<file path="src/rtl/multi_priority_pkg.sv">
// Shared definitions for the multi-lane priority scanner: FSM encoding and
// a constant-evaluable ceil(log2) used to size index and count fields.
package multi_priority_pkg;

    typedef enum logic [0:0] {
        ST_IDLE = 1'b0,
        ST_SCAN = 1'b1
    } state_t;

    function automatic int clog2(input int value);
        int r;
        r = 0;
        for (int i = 0; i < 31; i++) begin
            r = ((32'sd1 <<< i) < value) ? (i + 1) : r;
        end
        return r;
    endfunction

endpackage

</file>
<file path="src/rtl/priority_pick.sv">
// Combinational single-bit priority picker: reports the winning set bit and
// hands on the input vector with that bit cleared, so instances can be chained.
module priority_pick
    import multi_priority_pkg::*;
#(
    parameter int WIDTH     = 12,
    parameter bit MSB_FIRST = 1'b1
) (
    input  logic [WIDTH-1:0]        vec_i,
    output logic [clog2(WIDTH)-1:0] idx_o,
    output logic                    found_o,
    output logic [WIDTH-1:0]        masked_o
);

    localparam int IDX_W = clog2(WIDTH);

    // Scan toward the priority end so the last hit seen is the winner.
    always_comb begin
        idx_o   = '0;
        found_o = 1'b0;
        if (MSB_FIRST) begin
            for (int i = 0; i < WIDTH; i++) begin
                idx_o   = vec_i[i] ? IDX_W'(i) : idx_o;
                found_o = found_o | vec_i[i];
            end
        end else begin
            for (int i = WIDTH - 1; i >= 0; i--) begin
                idx_o   = vec_i[i] ? IDX_W'(i) : idx_o;
                found_o = found_o | vec_i[i];
            end
        end
        masked_o = vec_i & ~(WIDTH'(found_o) << idx_o);
    end

endmodule

</file>
<file path="src/rtl/multi_priority_scanner.sv">
// Accepts a request vector and streams the positions of its set bits in
// priority order, LANES per beat, with a valid/ready handshake on both sides.
module multi_priority_scanner
    import multi_priority_pkg::*;
#(
    parameter int WIDTH     = 12,
    parameter int LANES     = 2,
    parameter bit MSB_FIRST = 1'b1
) (
    input  logic                            clk,
    input  logic                            reset_n,
    input  logic                            in_valid,
    output logic                            in_ready,
    input  logic [WIDTH-1:0]                in_req,
    output logic                            out_valid,
    input  logic                            out_ready,
    output logic [LANES*clog2(WIDTH)-1:0]   out_idx,
    output logic [LANES-1:0]                out_lane_vld,
    output logic                            out_last,
    output logic [clog2(WIDTH+1)-1:0]       req_count,
    output logic                            busy
);

    localparam int IDX_W = clog2(WIDTH);
    localparam int CNT_W = clog2(WIDTH + 1);

    state_t                      state_q;
    state_t                      state_d;
    logic [WIDTH-1:0]            pending_q;
    logic [CNT_W-1:0]            req_count_q;
    logic [CNT_W-1:0]            popcnt_s;
    logic [LANES:0][WIDTH-1:0]   lane_vec_s;
    logic [LANES-1:0][IDX_W-1:0] lane_idx_s;
    logic [LANES-1:0]            lane_found_s;
    logic                        last_s;
    logic                        scan_s;

    assign lane_vec_s[0] = pending_q;

    // Each lane picks from what the previous lanes left behind.
    for (genvar k = 0; k < LANES; k++) begin : g_lane
        priority_pick #(
            .WIDTH     (WIDTH),
            .MSB_FIRST (MSB_FIRST)
        ) u_pick (
            .vec_i    (lane_vec_s[k]),
            .idx_o    (lane_idx_s[k]),
            .found_o  (lane_found_s[k]),
            .masked_o (lane_vec_s[k+1])
        );
    end

    assign last_s = (lane_vec_s[LANES] == '0);

    // Population count of the incoming vector, latched on accept.
    always_comb begin
        popcnt_s = '0;
        for (int i = 0; i < WIDTH; i++) begin
            popcnt_s = popcnt_s + CNT_W'(in_req[i]);
        end
    end

    // FSM state register.
    always_ff @(posedge clk or negedge reset_n) begin
        if (!reset_n) begin
            state_q <= ST_IDLE;
        end else begin
            state_q <= state_d;
        end
    end

    // FSM next-state logic.
    always_comb begin
        state_d = state_q;
        case (state_q)
            ST_IDLE: begin
                if (in_valid) begin
                    state_d = ST_SCAN;
                end else begin
                    state_d = ST_IDLE;
                end
            end
            ST_SCAN: begin
                if (out_ready && last_s) begin
                    state_d = ST_IDLE;
                end else begin
                    state_d = ST_SCAN;
                end
            end
            default: state_d = ST_IDLE;
        endcase
    end

    // FSM outputs; beat contents depend only on registered state.
    always_comb begin
        scan_s       = (state_q == ST_SCAN);
        in_ready     = !scan_s;
        out_valid    = scan_s;
        busy         = scan_s;
        out_last     = scan_s & last_s;
        req_count    = req_count_q;
        out_idx      = '0;
        out_lane_vld = '0;
        for (int k = 0; k < LANES; k++) begin
            out_lane_vld[k]               = scan_s & lane_found_s[k];
            out_idx[k*IDX_W +: IDX_W]     = (scan_s && lane_found_s[k]) ? lane_idx_s[k] : '0;
        end
    end

    // Pending bits and request count; emitted bits drop out on each accepted beat.
    always_ff @(posedge clk or negedge reset_n) begin
        if (!reset_n) begin
            pending_q   <= '0;
            req_count_q <= '0;
        end else begin
            case (state_q)
                ST_IDLE: begin
                    if (in_valid) begin
                        pending_q   <= in_req;
                        req_count_q <= popcnt_s;
                    end else begin
                        pending_q   <= pending_q;
                        req_count_q <= req_count_q;
                    end
                end
                ST_SCAN: begin
                    if (out_ready) begin
                        pending_q <= lane_vec_s[LANES];
                    end else begin
                        pending_q <= pending_q;
                    end
                end
                default: begin
                    pending_q   <= '0;
                    req_count_q <= '0;
                end
            endcase
        end
    end

endmodule

</file>
<file path="config.mk">
export PLATFORM = sky130hd
export DESIGN_NAME = multi_priority_scanner
export DESIGN_NICKNAME = d
export VERILOG_FILES = /design/src/rtl/multi_priority_pkg.sv /design/src/rtl/priority_pick.sv /design/src/rtl/multi_priority_scanner.sv
export SDC_FILE = /design/constraint.sdc
export NUM_CORES = 1
export LEC_CHECK = 0
export ABC_AREA = 1
export CAP_MARGIN = 20
export CORE_MARGIN = 3
export CORE_UTILIZATION = 55
export CTS_BUF_LIST = sky130_fd_sc_hd__clkbuf_2 sky130_fd_sc_hd__clkbuf_4 sky130_fd_sc_hd__clkbuf_8
export DETAILED_ROUTE_END_ITERATION = 7
export HOLD_SLACK_MARGIN = 0.05
export PLACE_DENSITY = 0.91
export SKIP_LAST_GASP = 1
export SYNTH_ARGS = -nofsm -noshare
export SYNTH_HDL_FRONTEND = slang
export SYNTH_HIERARCHICAL = 1
export SYNTH_SLANG_ARGS = --single-unit
</file>
<file path="constraint.sdc">
create_clock -name clk -period 2.8 [get_ports clk]
set_input_delay 0.42 -clock clk [delete_from_list [all_inputs] [get_ports clk]]
set_output_delay 0.42 -clock clk [all_outputs]
set_load 0.03 [all_outputs]
</file>
==> results of run 1 <==
## logic make-up after synthesis
| group | after synthesis |
|---|---|
| adder cells (fa/ha/maj) | 11 |
| other | 2 |
| buffers and inverters | 85 |
| flip-flops | 17 |
| multiplexers | 2 |
| AND/OR/NAND/NOR | 154 |
| XOR/XNOR | 1 |
| AO/OA/AOI/OAI | 18 |
## metrics by stage
step           instances  util [%]  setup TNS (ns)  cell area (um^2)
2_1_floorplan        290         -           -1.62              1920
3_3_place_gp         412      83.3           -5.29              2630
3_5_place_dp         412      83.3           -6.05              2630
4_1_cts              428      89.2           -3.81              2810
## what timing repair did
action / CTS
pin swaps: 15
resized for setup: 73
endpoints found under the setup margin: 11
buffers inserted: 13
==> flow_summary_export.csv, run 1 <==
group,metric,value,unit
grt,grt_start_max_net_pins,25,
clock_network,cts.sinks,17,
clock_network,cts_root_buffer,"clkbuf_4",
sta,worst-ep-kind,"top-level output",
floorplanning,die_w,64.6,um
yosys,netlist_instances,290,
yosys,ys_warn_count,6,
yosys,synth.distinct_cells,30,
clock_network,hold_buffers,0,
clock_network,numCtsBuffers,3,
floorplanning,fp-row-count,20,
yosys,yosys.area_share.simple,39.9,%
yosys,synth-adder-area-share,10.1,%
placement,gp_congestion,0.962,
placement,place_ws,-1.40,ns
clock_network,clk_path_buf_depth,2,
sta,crit_endpoint,"out_last",
yosys,synth_compound_area_share,6.23,%
yosys,synth-edff-count,0,
yosys,synth-seq-cells,17,
yosys,ys_async_sr_fraction,100,%
status,stop_stage,"5_1_grt",
yosys,yosysSeqAreaShare,22.5,%
yosys,synth.largest_area_cell,"dfrtp_1",
floorplanning,io_pins,34,
yosys,synthXorXnorAreaFrac,0.464,%
clock_network,htree_levels,1,
floorplanning,die_h,64.6,um
placement,hpwlAfterDp,4.86,mm
yosys,synth_top_family_by_area,"simple AND/OR/NAND/NOR gates",
yosys,ys_top_cells_by_count,"inv_1 (68), nand2_1 (68), nor2_1 (40), dfrtp_1 (17), nand4_1 (14)",
yosys,synth-main-ff-cell,"dfrtp_1",
status,tool.error,"[ERROR DPL-0038] Utilization greater than 100%, impossible to legalize",
floorplanning,start_util,59.8,%
yosys,synth.avg_cell_area,6.51,um^2
yosys,muxShareOfSynthArea,1.19,%
yosys,synth_nets,317,
yosys,yosysTopAreaCellShare,22.5,%
yosys,netlist_area,0.00189,mm^2
placement,numPortBuffers,33,
status,run_status,"did not finish",
yosys,synth.area.top_cells,"dfrtp_1 (23%), inv_1 (14%), nand2_1 (14%)",
==> run 2, diff against run 1 <==
--- a/config.mk
+++ b/config.mk
@@ -8,11 +8,9 @@
 export ABC_AREA = 1
 export CAP_MARGIN = 20
 export CORE_MARGIN = 3
-export CORE_UTILIZATION = 55
-export CTS_BUF_LIST = sky130_fd_sc_hd__clkbuf_2 sky130_fd_sc_hd__clkbuf_4 sky130_fd_sc_hd__clkbuf_8
+export CORE_UTILIZATION = 40
 export DETAILED_ROUTE_END_ITERATION = 7
-export HOLD_SLACK_MARGIN = 0.05
-export PLACE_DENSITY = 0.91
+export PLACE_DENSITY_LB_ADDON = 0.15
 export SKIP_LAST_GASP = 1
 export SYNTH_ARGS = -nofsm -noshare
 export SYNTH_HDL_FRONTEND = slang
==> run 2 against run 1 <==
The flow now finishes, with violations (negative setup slack). Synthesized cell count unchanged. Area after synthesis unchanged.
==> flow_summary_export.csv, run 2 <==
group,metric,value,unit
sta,rsz0062_at_grt,"yes",
power,powerDensity,605,mW/mm^2
detailed_routing,drc_errors,0,
placement,place_ws,-1.37,ns
power,p_clk_share,10.5,%
yosys,synth-edff-count,0,
finish,largest_reg_flops,12,
setup_path,r2r_cells,28,
finish,final_net_count,423,
sta,post-route-period-util,123,%
setup_path,cp.arrival,3.02,ns
setup_path,worstSetupStartpoint,"pending_q[3]",
floorplanning,io_pins,34,
clock_network,cts_tree,"done",
yosys,ys_warn_count,6,
floorplanning,dieArea,0.00558,mm^2
yosys,ys_top_cells_by_count,"inv_1 (68), nand2_1 (68), nor2_1 (40), dfrtp_1 (17), nand4_1 (14)",
placement,hpwlAfterDp,4.07,mm
sta,setup_viol,11,
finish,layout_common_cells,"buf_4 (73), nand2_1 (56), inv_1 (50)",
yosys,ys_async_sr_fraction,100,%
placement,place_area,0.00272,mm^2
grt,grt_pass1_vias,1968,
detailed_routing,routed_wl,5.27,mm
sta,fmax,291,MHz
yosys,synth-seq-cells,17,
finish,diodes,0,
finish,top_register,"pending_q",
finish,stdcell_count,447,
placement,numPortBuffers,33,
setup_path,cpMostUsedCell,"nand2_1",
clock_network,cts.sinks,17,
power,irDropWorstVdd,0.000463,V
setup_path,required,2.38,ns
detailed_routing,dr.pass1.iters,4,
finish,multi_input_area,0.00123,mm^2
status,run_status,"complete, but fails checks",
finish,drive_gt1_share,42.5,%
power,combinationalPowerShare,69.4,%
finish,regArea,427,um^2
yosys,netlist_instances,290,
sta,finalCriticalPeriod,3.44,ns
sta,fin_hold_ws,0.494,ns
finish,post-route-util,67.4,%
grt,grt_overflow,0,
setup_path,cp_slowest_cell,"dfrtp_1",
yosys,yosysTopAreaCellShare,22.5,%
sta,layout_setup_ws,-0.642,ns
sta,hold_violations,0,
clock_network,clk_path_buf_depth,2,
yosys,synth.avg_cell_area,6.51,um^2
setup_path,worst-path-max-fanout,6,
grt,gr-usage-all-layers,20.1,%
sta,relSlewSlack,45.2,%
setup_path,critical_path_class,"flop to output pin",
yosys,synth.distinct_cells,30,
power,p_seq_share,20.1,%
sta,finClkSkew,0.00716,ns
clock_network,cts_root_buffer,"clkbuf_8",
clock_network,numCtsBuffers,3,
placement,dpl.cell_count,429,
setup_path,r2r_setup_slack,-0.11,ns
setup_path,worstSetupEndpointType,"output pin",
finish,fillerInstances,403,
finish,final_common_cell,"buf_4",
grt,grt_pass1_wl,8.71,mm
setup_path,worstReg2RegStart,"pending_q[3]",
setup_path,r2r_end,"busy",
floorplanning,die_w,74.7,um
detailed_routing,routedWlPerCell,11.8,um
status,violations,"negative setup slack",
yosys,yosysSeqAreaShare,22.5,%
grt,antenna_found_initial,0,
detailed_routing,routed_via_density,4.55,
floorplanning,start_util,42.5,%
placement,gp_congestion,0.819,
detailed_routing,vias,2032,
power,switching_share,43.0,%
sta,maxSlewViolCount,0,
detailed_routing,drt_first_iter_violations,73,
setup_path,crit_end,"out_last",
clock_network,clk_pin_slew_worst_paths,0.07,ns
yosys,netlist_area,0.00189,mm^2
yosys,synth-main-ff-cell,"dfrtp_1",
grt,grt_start_max_net_pins,25,
floorplanning,fp-row-count,24,
detailed_routing,ant_nets,0,
clock_network,htree_levels,1,
power,p_switching,0.780,mW
yosys,synth_nets,317,
clock_network,clock_latency,0.26,ns
floorplanning,core_area,0.00444,mm^2
finish,area_growth,58.8,%
sta,tightest_slew,0.820,ns
yosys,synth.largest_area_cell,"dfrtp_1",
finish,design_area,0.00300,mm^2
floorplanning,die_h,74.7,um
yosys,synth.area.top_cells,"dfrtp_1 (23%), inv_1 (14%), nand2_1 (14%)",
power,p_int,1.03,mW
setup_path,slowest_delay,0.42,ns
setup_path,setup.worst_path.start_class,"flop",
run,cap_violations,0,
power,p_leak,1.61,nW
min_path,min-delay-path-class,"flop to flop",
-- run 2: cell counts after synthesis --
Identical to the previous run, type by type.
-- run 2: worst max-delay path: cells and delay by family, from the launching register on --
| kind | cells | cell delay (ns) |
|---|---|---|
| DFF | 1 | 0.42 |
| buffers and inverters | 6 | 0.65 |
| AOI/OAI and AO/OA | 1 | 0.08 |
| and+or+nand+nor | 19 | 1.63 |
-- run 2: power by group through the flow --
stage	registers [mW]	clock network (mW)	logic, mW
2_1_floorplan	0.411	0	0.563
5_1_grt	0.374	0.204	1.39
6_report	0.364	0.190	1.26
3_3_place_gp	0.365	0	1.11
4_1_cts	0.363	0.194	1.18
3_5_place_dp	0.364	0	1.12
-- run 2: layout make-up --
cell class                 count  share of cell area [%]
multi-input combinational    188                    41.0
timing repair buffer         109                    30.6
sequential                    17                    14.2
inverter                      77                    10.3
tap                           52                    2.17
clock buffer                   3                    1.38
clock inverter                 1                   0.251
-- run 2: metal layers --
layer  vias up  global-route usage, %  part of all wire (%)
met5         -                      0                     0
met4         0                   2.37                   1.2
met3         6                   3.07                   4.1
met2        42                   34.8                    49
met1       897                   27.3                    46
li1       1087                      -                     -
-- run 2: metrics by stage --
| stage | power (mW) | TNS, ns |
|---|---|---|
| 2_1_floorplan | 0.974 | -1.62 |
| 3_3_place_gp | 1.47 | -5.17 |
| 3_5_place_dp | 1.49 | -5.48 |
| 4_1_cts | 1.74 | -3.38 |
| 5_1_grt | 1.97 | -5.68 |
| 6_report | 1.81 | -3.64 |
-- run 2: kinds of logic after synthesis --
kind of cell               count (synthesis)  synth area share [%]
and+or+nand+nor                          154                  39.9
adders and majority gates                 11                  10.1
buffers and inverters                     85                  19.2
DFF                                       17                  22.5
AOI/OAI and AO/OA                         18                  6.23
xor gates and xnor gates                   1                 0.464
muxes                                      2                  1.19
other                                      2                 0.398
-- run 2: worst min path at each step --
stage	from	end	slack, ns	cells past startpoint
after floorplan	reset_n	busy	0.12	0
after global placement	req_count[3]	req_count[3]	0.47	2
after detailed placement	req_count[3]	req_count[3]	0.46	2
after CTS	req_count[3]	req_count[3]	0.50	2
after global routing	req_count[3]	req_count[3]	0.50	2
final	req_count[3]	req_count[3]	0.49	2
-- run 2: repair_timing --
item / CTS / global route
setup endpoints to repair: 12 / 23
hold buffers: 0 / 0
pin swaps: 13 / 35
hold endpoints to repair: 0 / 0
buffers inserted: 10 / 8
gates resized for setup: 57 / 32
No activity file was read; power rests on OpenSTA's default activity.
==> run 3, diff against run 2 <==
--- a/config.mk
+++ b/config.mk
@@ -6,6 +6,7 @@
 export NUM_CORES = 1
 export LEC_CHECK = 0
 export ABC_AREA = 1
+export ABC_CLOCK_PERIOD_IN_PS = 2800
 export CAP_MARGIN = 20
 export CORE_MARGIN = 3
 export CORE_UTILIZATION = 40
==> results of run 3 <==
Final layout, timing and power as in run 2 (identical DEF).
